## src/rtl/dw_reg_array_if.sv

```systemverilog
// ---------------------------------------------------------------------------
// dw_reg_array_if
// Command/data bundle between the input-buffer controller (master) and the
// pixel register array (slave).
//   arr_en        : command qualifier; reg_array_cmd ignored when low
//   reg_array_cmd : 00 LOAD, 01 SHIFT, 10 REUSE, 11 HOLD
//   fifo_read     : pop enable that turns REUSE into an update
//   flush         : block end; clears window and reuse FIFOs
//   buf_data      : buffer pixels, lane i at [i*DW +: DW]
//   win_data      : current NREG-lane window towards the depthwise PE
//   win_vld       : one-cycle pulse after each window update
//   fifo_empty    : OR of all reuse FIFO empty flags
//   fifo_full     : OR of all reuse FIFO full flags
//   err_ovf       : sticky push-while-full
//   err_udf       : sticky pop-while-empty
// ---------------------------------------------------------------------------
interface dw_reg_array_if #(
    parameter int DW   = 8,
    parameter int NREG = 3
) ();
    logic                arr_en;
    logic [1:0]          reg_array_cmd;
    logic                fifo_read;
    logic                flush;
    logic [NREG*DW-1:0]  buf_data;
    logic [NREG*DW-1:0]  win_data;
    logic                win_vld;
    logic                fifo_empty;
    logic                fifo_full;
    logic                err_ovf;
    logic                err_udf;

    modport master (
        output arr_en, reg_array_cmd, fifo_read, flush, buf_data,
        input  win_data, win_vld, fifo_empty, fifo_full, err_ovf, err_udf
    );

    modport slave (
        input  arr_en, reg_array_cmd, fifo_read, flush, buf_data,
        output win_data, win_vld, fifo_empty, fifo_full, err_ovf, err_udf
    );
endinterface

```

## src/rtl/dw_reg_array.sv

```systemverilog
// ---------------------------------------------------------------------------
// dw_reg_array
// Pixel register array feeding the depthwise PE. Holds an NREG-lane vertical
// window and executes the LOAD / SHIFT / REUSE / HOLD command stream. Lanes
// STRIDE..NREG-1 own a reuse FIFO that captures every value they load, so a
// REUSE can refill the lower lanes without re-reading the input buffer.
//
// Ports:
//   clk   : clock
//   rst_n : synchronous, active-low reset
//   bus   : dw_reg_array_if.slave (command, buffer data, window, status)
//
// Optional feature:
//   DW_REG_ARRAY_ERR_EN : when defined, err_ovf / err_udf are sticky error
//                         flags; otherwise they are tied to 0 and the
//                         detection logic is absent.
// ---------------------------------------------------------------------------
module dw_reg_array #(
    parameter int DW     = 8,
    parameter int NREG   = 3,
    parameter int STRIDE = 1,
    parameter int FDEPTH = 8
) (
    input  logic           clk,
    input  logic           rst_n,
    dw_reg_array_if.slave  bus
);
    localparam int AW = $clog2(FDEPTH);

    localparam logic [1:0] CMD_LOAD  = 2'b00;
    localparam logic [1:0] CMD_SHIFT = 2'b01;
    localparam logic [1:0] CMD_REUSE = 2'b10;

    logic [NREG-1:0][DW-1:0] lane_p0;
    logic [NREG-1:0][DW-1:0] next_p0;
    logic                    vld_p0;
    logic                    upd;
    logic                    reuse;
    logic [DW-1:0]           head [NREG];
    logic [NREG-1:0]         empty_f;
    logic [NREG-1:0]         full_f;
`ifdef DW_REG_ARRAY_ERR_EN
    logic [NREG-1:0]         ovf_ev;
    logic [NREG-1:0]         udf_ev;
`endif

    // Command decode; flush overrides any command.
    always_comb begin
        upd   = 1'b0;
        reuse = 1'b0;
        if (bus.arr_en && !bus.flush) begin
            case (bus.reg_array_cmd)
                CMD_LOAD, CMD_SHIFT: upd = 1'b1;
                CMD_REUSE: begin
                    upd   = bus.fifo_read;
                    reuse = bus.fifo_read;
                end
                default: ;
            endcase
        end
    end

    for (genvar i = 0; i < NREG; i++) begin : g_lane
        // Lower lanes take the head of the FIFO STRIDE lanes above on REUSE;
        // an empty FIFO yields 0.
        if (i < NREG - STRIDE) begin : g_reuse_src
            assign next_p0[i] = reuse ? (empty_f[i+STRIDE] ? '0 : head[i+STRIDE])
                                      : bus.buf_data[i*DW +: DW];
        end else begin : g_buf_src
            assign next_p0[i] = bus.buf_data[i*DW +: DW];
        end

        if (i >= STRIDE) begin : g_fifo
            logic [DW-1:0] mem [FDEPTH];
            logic [AW-1:0] wr_ptr;
            logic [AW-1:0] rd_ptr;
            logic [AW:0]   cnt;
            logic          do_push;
            logic          do_pop;

            assign empty_f[i] = (cnt == '0);
            assign full_f[i]  = (cnt == (AW+1)'(FDEPTH));
            assign head[i]    = mem[rd_ptr];
            assign do_pop     = reuse && !empty_f[i];
            // A same-cycle pop frees a slot, so a push into a full FIFO is
            // only dropped when no pop accompanies it.
            assign do_push    = upd && (!full_f[i] || reuse);
`ifdef DW_REG_ARRAY_ERR_EN
            assign ovf_ev[i]  = upd && full_f[i] && !reuse;
            assign udf_ev[i]  = reuse && empty_f[i];
`endif

            always_ff @(posedge clk) begin
                if (!rst_n || bus.flush) begin
                    wr_ptr <= '0;
                    rd_ptr <= '0;
                    cnt    <= '0;
                end else begin
                    if (do_push) wr_ptr <= wr_ptr + 1'b1;
                    if (do_pop)  rd_ptr <= rd_ptr + 1'b1;
                    cnt <= cnt + (AW+1)'(do_push) - (AW+1)'(do_pop);
                end
            end

            always_ff @(posedge clk) begin
                if (do_push) mem[wr_ptr] <= next_p0[i];
            end
        end else begin : g_no_fifo
            assign empty_f[i] = 1'b0;
            assign full_f[i]  = 1'b0;
            assign head[i]    = '0;
`ifdef DW_REG_ARRAY_ERR_EN
            assign ovf_ev[i]  = 1'b0;
            assign udf_ev[i]  = 1'b0;
`endif
        end
    end

    // Stage p0: window registers and update strobe
    always_ff @(posedge clk) begin
        if (!rst_n || bus.flush) begin
            lane_p0 <= '0;
            vld_p0  <= 1'b0;
        end else begin
            if (upd) lane_p0 <= next_p0;
            vld_p0 <= upd;
        end
    end

`ifdef DW_REG_ARRAY_ERR_EN
    logic err_ovf_r;
    logic err_udf_r;

    // Sticky until reset; flush leaves them alone.
    always_ff @(posedge clk) begin
        if (!rst_n) begin
            err_ovf_r <= 1'b0;
            err_udf_r <= 1'b0;
        end else begin
            if (|ovf_ev) err_ovf_r <= 1'b1;
            if (|udf_ev) err_udf_r <= 1'b1;
        end
    end

    assign bus.err_ovf = err_ovf_r;
    assign bus.err_udf = err_udf_r;
`else
    assign bus.err_ovf = 1'b0;
    assign bus.err_udf = 1'b0;
`endif

    assign bus.win_data   = lane_p0;
    assign bus.win_vld    = vld_p0;
    assign bus.fifo_empty = |empty_f;
    assign bus.fifo_full  = |full_f;

endmodule

```

## src/flat_wrapper.sv

```systemverilog
// flat-port wrapper written by rule: the top's interface ports become plain ports
module dw_reg_array_flat 
#(
    parameter int DW     = 8,
    parameter int NREG   = 3,
    parameter int STRIDE = 1,
    parameter int FDEPTH = 8
)
  (clk, rst_n, bus_arr_en, bus_reg_array_cmd, bus_fifo_read, bus_flush, bus_buf_data, bus_win_data, bus_win_vld, bus_fifo_empty, bus_fifo_full, bus_err_ovf, bus_err_udf);
  dw_reg_array_if #(.DW(DW), .NREG(NREG)) bus_i ();
  input  logic clk;
  input  logic rst_n;
  input wire logic [$bits(bus_i.arr_en)-1:0] bus_arr_en;
  input wire logic [$bits(bus_i.reg_array_cmd)-1:0] bus_reg_array_cmd;
  input wire logic [$bits(bus_i.fifo_read)-1:0] bus_fifo_read;
  input wire logic [$bits(bus_i.flush)-1:0] bus_flush;
  input wire logic [$bits(bus_i.buf_data)-1:0] bus_buf_data;
  output wire logic [$bits(bus_i.win_data)-1:0] bus_win_data;
  output wire logic [$bits(bus_i.win_vld)-1:0] bus_win_vld;
  output wire logic [$bits(bus_i.fifo_empty)-1:0] bus_fifo_empty;
  output wire logic [$bits(bus_i.fifo_full)-1:0] bus_fifo_full;
  output wire logic [$bits(bus_i.err_ovf)-1:0] bus_err_ovf;
  output wire logic [$bits(bus_i.err_udf)-1:0] bus_err_udf;
  assign bus_i.arr_en = bus_arr_en;
  assign bus_i.reg_array_cmd = bus_reg_array_cmd;
  assign bus_i.fifo_read = bus_fifo_read;
  assign bus_i.flush = bus_flush;
  assign bus_i.buf_data = bus_buf_data;
  assign bus_win_data = bus_i.win_data;
  assign bus_win_vld = bus_i.win_vld;
  assign bus_fifo_empty = bus_i.fifo_empty;
  assign bus_fifo_full = bus_i.fifo_full;
  assign bus_err_ovf = bus_i.err_ovf;
  assign bus_err_udf = bus_i.err_udf;
  dw_reg_array #(.DW(DW), .NREG(NREG), .STRIDE(STRIDE), .FDEPTH(FDEPTH)) u_core (.clk(clk), .rst_n(rst_n), .bus(bus_i));
endmodule
```

## config.mk

```make
export PLATFORM = sky130hd
export DESIGN_NAME = dw_reg_array_flat
export DESIGN_NICKNAME = d
export VERILOG_FILES = /design/src/rtl/dw_reg_array_if.sv /design/src/rtl/dw_reg_array.sv /design/src/flat_wrapper.sv
export SDC_FILE = /design/constraint.sdc
export NUM_CORES = 1
export LEC_CHECK = 0
export ABC_AREA = 1
export BUFFER_PORTS_ARGS = -buffer_cell sky130_fd_sc_hd__buf_4
export CAP_MARGIN = 15
export CORE_MARGIN = 5
export CORE_UTILIZATION = 54
export CTS_CLUSTER_SIZE = 8
export DETAILED_ROUTE_END_ITERATION = 7
export PLACE_DENSITY = 0.76
export REMOVE_ABC_BUFFERS = 1
export SLEW_MARGIN = 10
export SYNTH_ARGS = -nofsm -noshare
export SYNTH_HDL_FRONTEND = slang
export SYNTH_SLANG_ARGS = --single-unit
```

## constraint.sdc

```tcl
create_clock -name clk -period 2 [get_ports clk]
set_input_delay 0.2 -clock clk [delete_from_list [all_inputs] [get_ports clk]]
set_output_delay 0.2 -clock clk [all_outputs]
set_load 0.03 [all_outputs]
```

==> impl_metrics.py <==
metrics = {
    "outcome": {
        "status": "finished, final reports clean",
    },
    "synth": {
        "ys.warnings.count": 0,
        "synth_top_area_share_pct": 49.6,
        "synth-edff-count": 128,
        "synth-seq-cells": 179,
        "post_synth_num_cell_types": 26,
        "number_of_standard_cells_after_synthesis": 779,
        "postSynth.asyncResetShare_pct": 0,
        "syn-mean-instance-area_um2": 9.95,
        "synth_seq_area_share_pct": 62.7,
        "largest_cells_by_area_after_synthesis": "edfxtp_1, dfxtp_1, nand2_1",
        "top_ff_cell_synth": "edfxtp_1",
        "syn_area_um2": 7750,
        "synth_top_area_cell": "edfxtp_1",
    },
    "timing": {
        "tightest_slew_ns": 0.601,
        "slew-limit-headroom_pct": 59.9,
        "setup-tns-final_ns": 0,
        "min_period_over_period_pct": 95.9,
        "setup_skew_ns": 0.0116,
        "final.hold.worst_slack_ns": 0.0220,
        "maxClockFrequency_mhz": 522,
        "finalHoldViolCount": 0,
        "grt_setup_unrepaired": "yes",
        "timing.final.ws_setup_ns": 0.0827,
        "final-max-slew-violation-count": 0,
        "min_period_ns": 1.92,
        "setup_viol_count_final": 0,
    },
    "global_routing": {
        "first_global_vias": 5372,
        "grt_overflow_total": 0,
        "globalRouteMet2Util_pct": 35.9,
        "grt_antenna_before_repair": 0,
        "grt_busiest_layer": "met2",
        "grt_start_max_net_pins": 65,
        "grt_first_pass_wirelength_um": 27500,
        "grtUsageMet3_pct": 5.28,
        "use_met1_pct": 28.3,
        "grt.total_usage_pct": 21.5,
    },
    "setup_path": {
        "setup.worst_path.end_class": "flop",
        "cp-start-kind": "flop",
        "crit_start": "u_core.g_lane[2].g_fifo.cnt[3]",
        "cp.arrival_ns": 2.29,
        "timing.critical_path.required_ns": 2.37,
        "crit_fanout": 2,
        "rrSetupSlack_ns": 0.08,
        "crit_path_cell_trace": "inv_2 -> ha_4 -> nand3_2 -> nand2_2 -> inv_4 -> ha_4 -> inv_1 -> ha_2 -> fa_2 -> inv_1 -> nor2_1",
        "timing_worst_setup_path_type": "flop to flop",
        "r2r_cells": 11,
        "critical-path-slowest-cell": "fa_2",
        "timing.rr.end": "u_core.g_lane[2].g_fifo.cnt[1]",
        "crit_path_end": "u_core.g_lane[2].g_fifo.cnt[1]",
        "cp_slowest_stage_delay_ns": 0.52,
        "regToRegStartpoint": "u_core.g_lane[2].g_fifo.cnt[3]",
    },
    "floorplan": {
        "initial_cell_density_of_the_core_pct": 55.4,
        "die_w_um": 130,
        "design.die.area_um2": 16900,
        "placement_rows": 43,
        "dieHeight_um": 130,
        "core_area_um2": 14000,
        "top_level_ports": 60,
    },
    "placed_design": {
        "hpwl_um": 11400,
        "place.port_buffers": 57,
        "placement_stage_worst_setup_slack_ns": -0.0432,
        "gp_congestion": 0.807,
    },
    "route": {
        "antenna_violating_nets_post_route": 0,
        "post-route-drc-count": 0,
        "route.vias.total": 5425,
        "route.detailed.vias_per_inst": 5.14,
        "first_iter_violations": 502,
        "post_drt_wl_per_cell_um": 16.3,
        "drt_pre_antenna_iters": 5,
        "total_length_of_routed_wires_um": 17200,
    },
    "cts": {
        "worst_setup_hold_path_clk_slew_ns": 0.07,
        "tritoncts": "built",
        "clock_tree.htree_level_count": 4,
        "clock_path_buffers": 2,
        "cts-buffers-inserted": 17,
        "cts_root_buffer": "clkbuf_16",
        "clock_latency_ns": 0.43,
        "cts.sink_count": 179,
    },
    "layout": {
        "finalCoreUtilization_pct": 66.1,
        "final_net_count": 912,
        "antenna_cells": 0,
        "layout-drive-gt1-share_pct": 19.3,
        "area.growth.synth_to_final_pct": 19.2,
    },
    "hold_path": {
        "hp_class": "input port to flop",
    },
    "pwr": {
        "p_total_w": 0.00755,
        "power_density_nw_per_um2": 817,
        "vdd_ir_drop_max_mv": 0.683,
        "total_leakage_power_nw": 3.80,
    },
    "run": {
        "cap_viol_max_count": 0,
    },
}
==> synthesized netlist by cell type (2+ instances only) <==
library cell	count
o211ai_1	32
buf_4	7
nand2_2	5
clkbuf_1	6
o21ai_0	18
a21oi_1	28
nor2_1	64
nand3_2	5
buf_6	3
o21ai_1	10
inv_2	2
ha_1	16
inv_1	131
nor2_8	2
and3_1	2
fa_1	2
buf_2	19
nand2_1	158
clkinv_2	2
edfxtp_1	128
dfxtp_1	51
nand3_1	84
==> registers in the layout (all words and copies together), names as in the netlist, named ones only <==
name / flops
u_core.g_lane.g_fifo.mem: 128
u_core.g_lane.g_fifo.cnt: 8
u_core.g_lane.g_fifo.rd_ptr: 6
u_core.bus.win_data: 24
u_core.g_lane.g_fifo.wr_ptr: 6
u_core.bus.win_vld: 1
==> cell usage in the layout (no fill, tap or decap), types with 2 or more instances in the layout <==
| cell type | count |
|---|---|
| buf_12 | 2 |
| buf_4 | 90 |
| nor2_8 | 2 |
| clkinv_4 | 3 |
| inv_1 | 127 |
| clkbuf_1 | 2 |
| conb_1 | 2 |
| dfxtp_1 | 48 |
| inv_6 | 2 |
| o211ai_1 | 32 |
| ha_4 | 4 |
| inv_2 | 6 |
| nand3_1 | 82 |
| a21oi_1 | 28 |
| nand2_1 | 156 |
| clkbuf_16 | 19 |
| dfxtp_2 | 3 |
| clkinv_2 | 2 |
| nand2_2 | 7 |
| ha_1 | 10 |
| clkbuf_8 | 2 |
| nor2_2 | 5 |
| inv_4 | 3 |
| ha_2 | 2 |
| o21ai_1 | 10 |
| buf_6 | 7 |
| nor2_1 | 60 |
| nand3_2 | 7 |
| fa_2 | 2 |
| o21ai_0 | 18 |
| edfxtp_1 | 128 |
| and3_1 | 2 |
==> how the worst min path moves through the flow <==
stage,start,endpoint,slack [ns],cells after the start
global placement,bus_buf_data[23],u_core.g_lane[2].g_fifo.mem[7][7],0.46,1
CTS,bus_buf_data[18],u_core.g_lane[2].g_fifo.mem[6][2],0.01,1
floorplan,bus_buf_data[16],u_core.g_lane[2].g_fifo.mem[0][0],0.30,0
finish,bus_buf_data[18],u_core.g_lane[2].g_fifo.mem[7][2],0.02,1
global route,bus_buf_data[18],u_core.g_lane[2].g_fifo.mem[6][2],0.01,1
detailed placement,bus_buf_data[18],u_core.g_lane[2].g_fifo.mem[6][2],0.46,1
==> metrics by stage <==
step,instance area [µm²],std cells
final,9240,1056
after global routing,9240,1056
after CTS,9140,1056
after detailed placement,8540,1023
after global placement,8540,1023
after floorplan,7550,745
==> power breakdown <==
group	leakage (nW)	internal, W	switching [W]
combinational	1.95	0.000114	0.000207
clock	0.285	0.00182	0.00140
sequential	1.57	0.00400	0.0000132
==> layout make-up <==
type	instances	area [µm²]
Clock buffer	23	510
Multi-Input combinational cell	431	2260
Inverter	135	512
Sequential cell	179	4870
Timing Repair Buffer	99	795
Clock inverter	9	67.6
Fill cell	1036	4750
Tap cell	180	225
==> metal layers <==
metal | vias up | share of wire [%]
li1 | 2707 | -
met1 | 2546 | 43
met2 | 151 | 50
met3 | 21 | 5.9
met4 | 0 | 1.5
met5 | - | 0
==> kinds of logic after synthesis <==
family                   synth area share [%]
XOR/XNOR                                0.226
AO/OA/AOI/OAI                            6.71
buffers and inverters                    9.20
flip-flops                               62.7
adder cells (fa/ha/maj)                  3.10
other                                  0.0484
AND/OR/NAND/NOR                          18.0
==> critical path, delay by kind of cell, from the launching register on <==
family	cells	cell delay, ns
flip-flops	1	0.32
adder cells (fa/ha/maj)	4	1.07
AND/OR/NAND/NOR	3	0.27
buffers and inverters	4	0.18
==> what timing repair did <==
item,4_1_cts,5_1_grt
gates cloned,0,0
setup buffers,1,0
hold buffers,0,0
endpoints found under the setup margin,3,93
pin swaps,2,5
resized for setup,4,28
endpoints found under the hold margin,0,0
No activity file was read; power rests on OpenSTA's default activity.
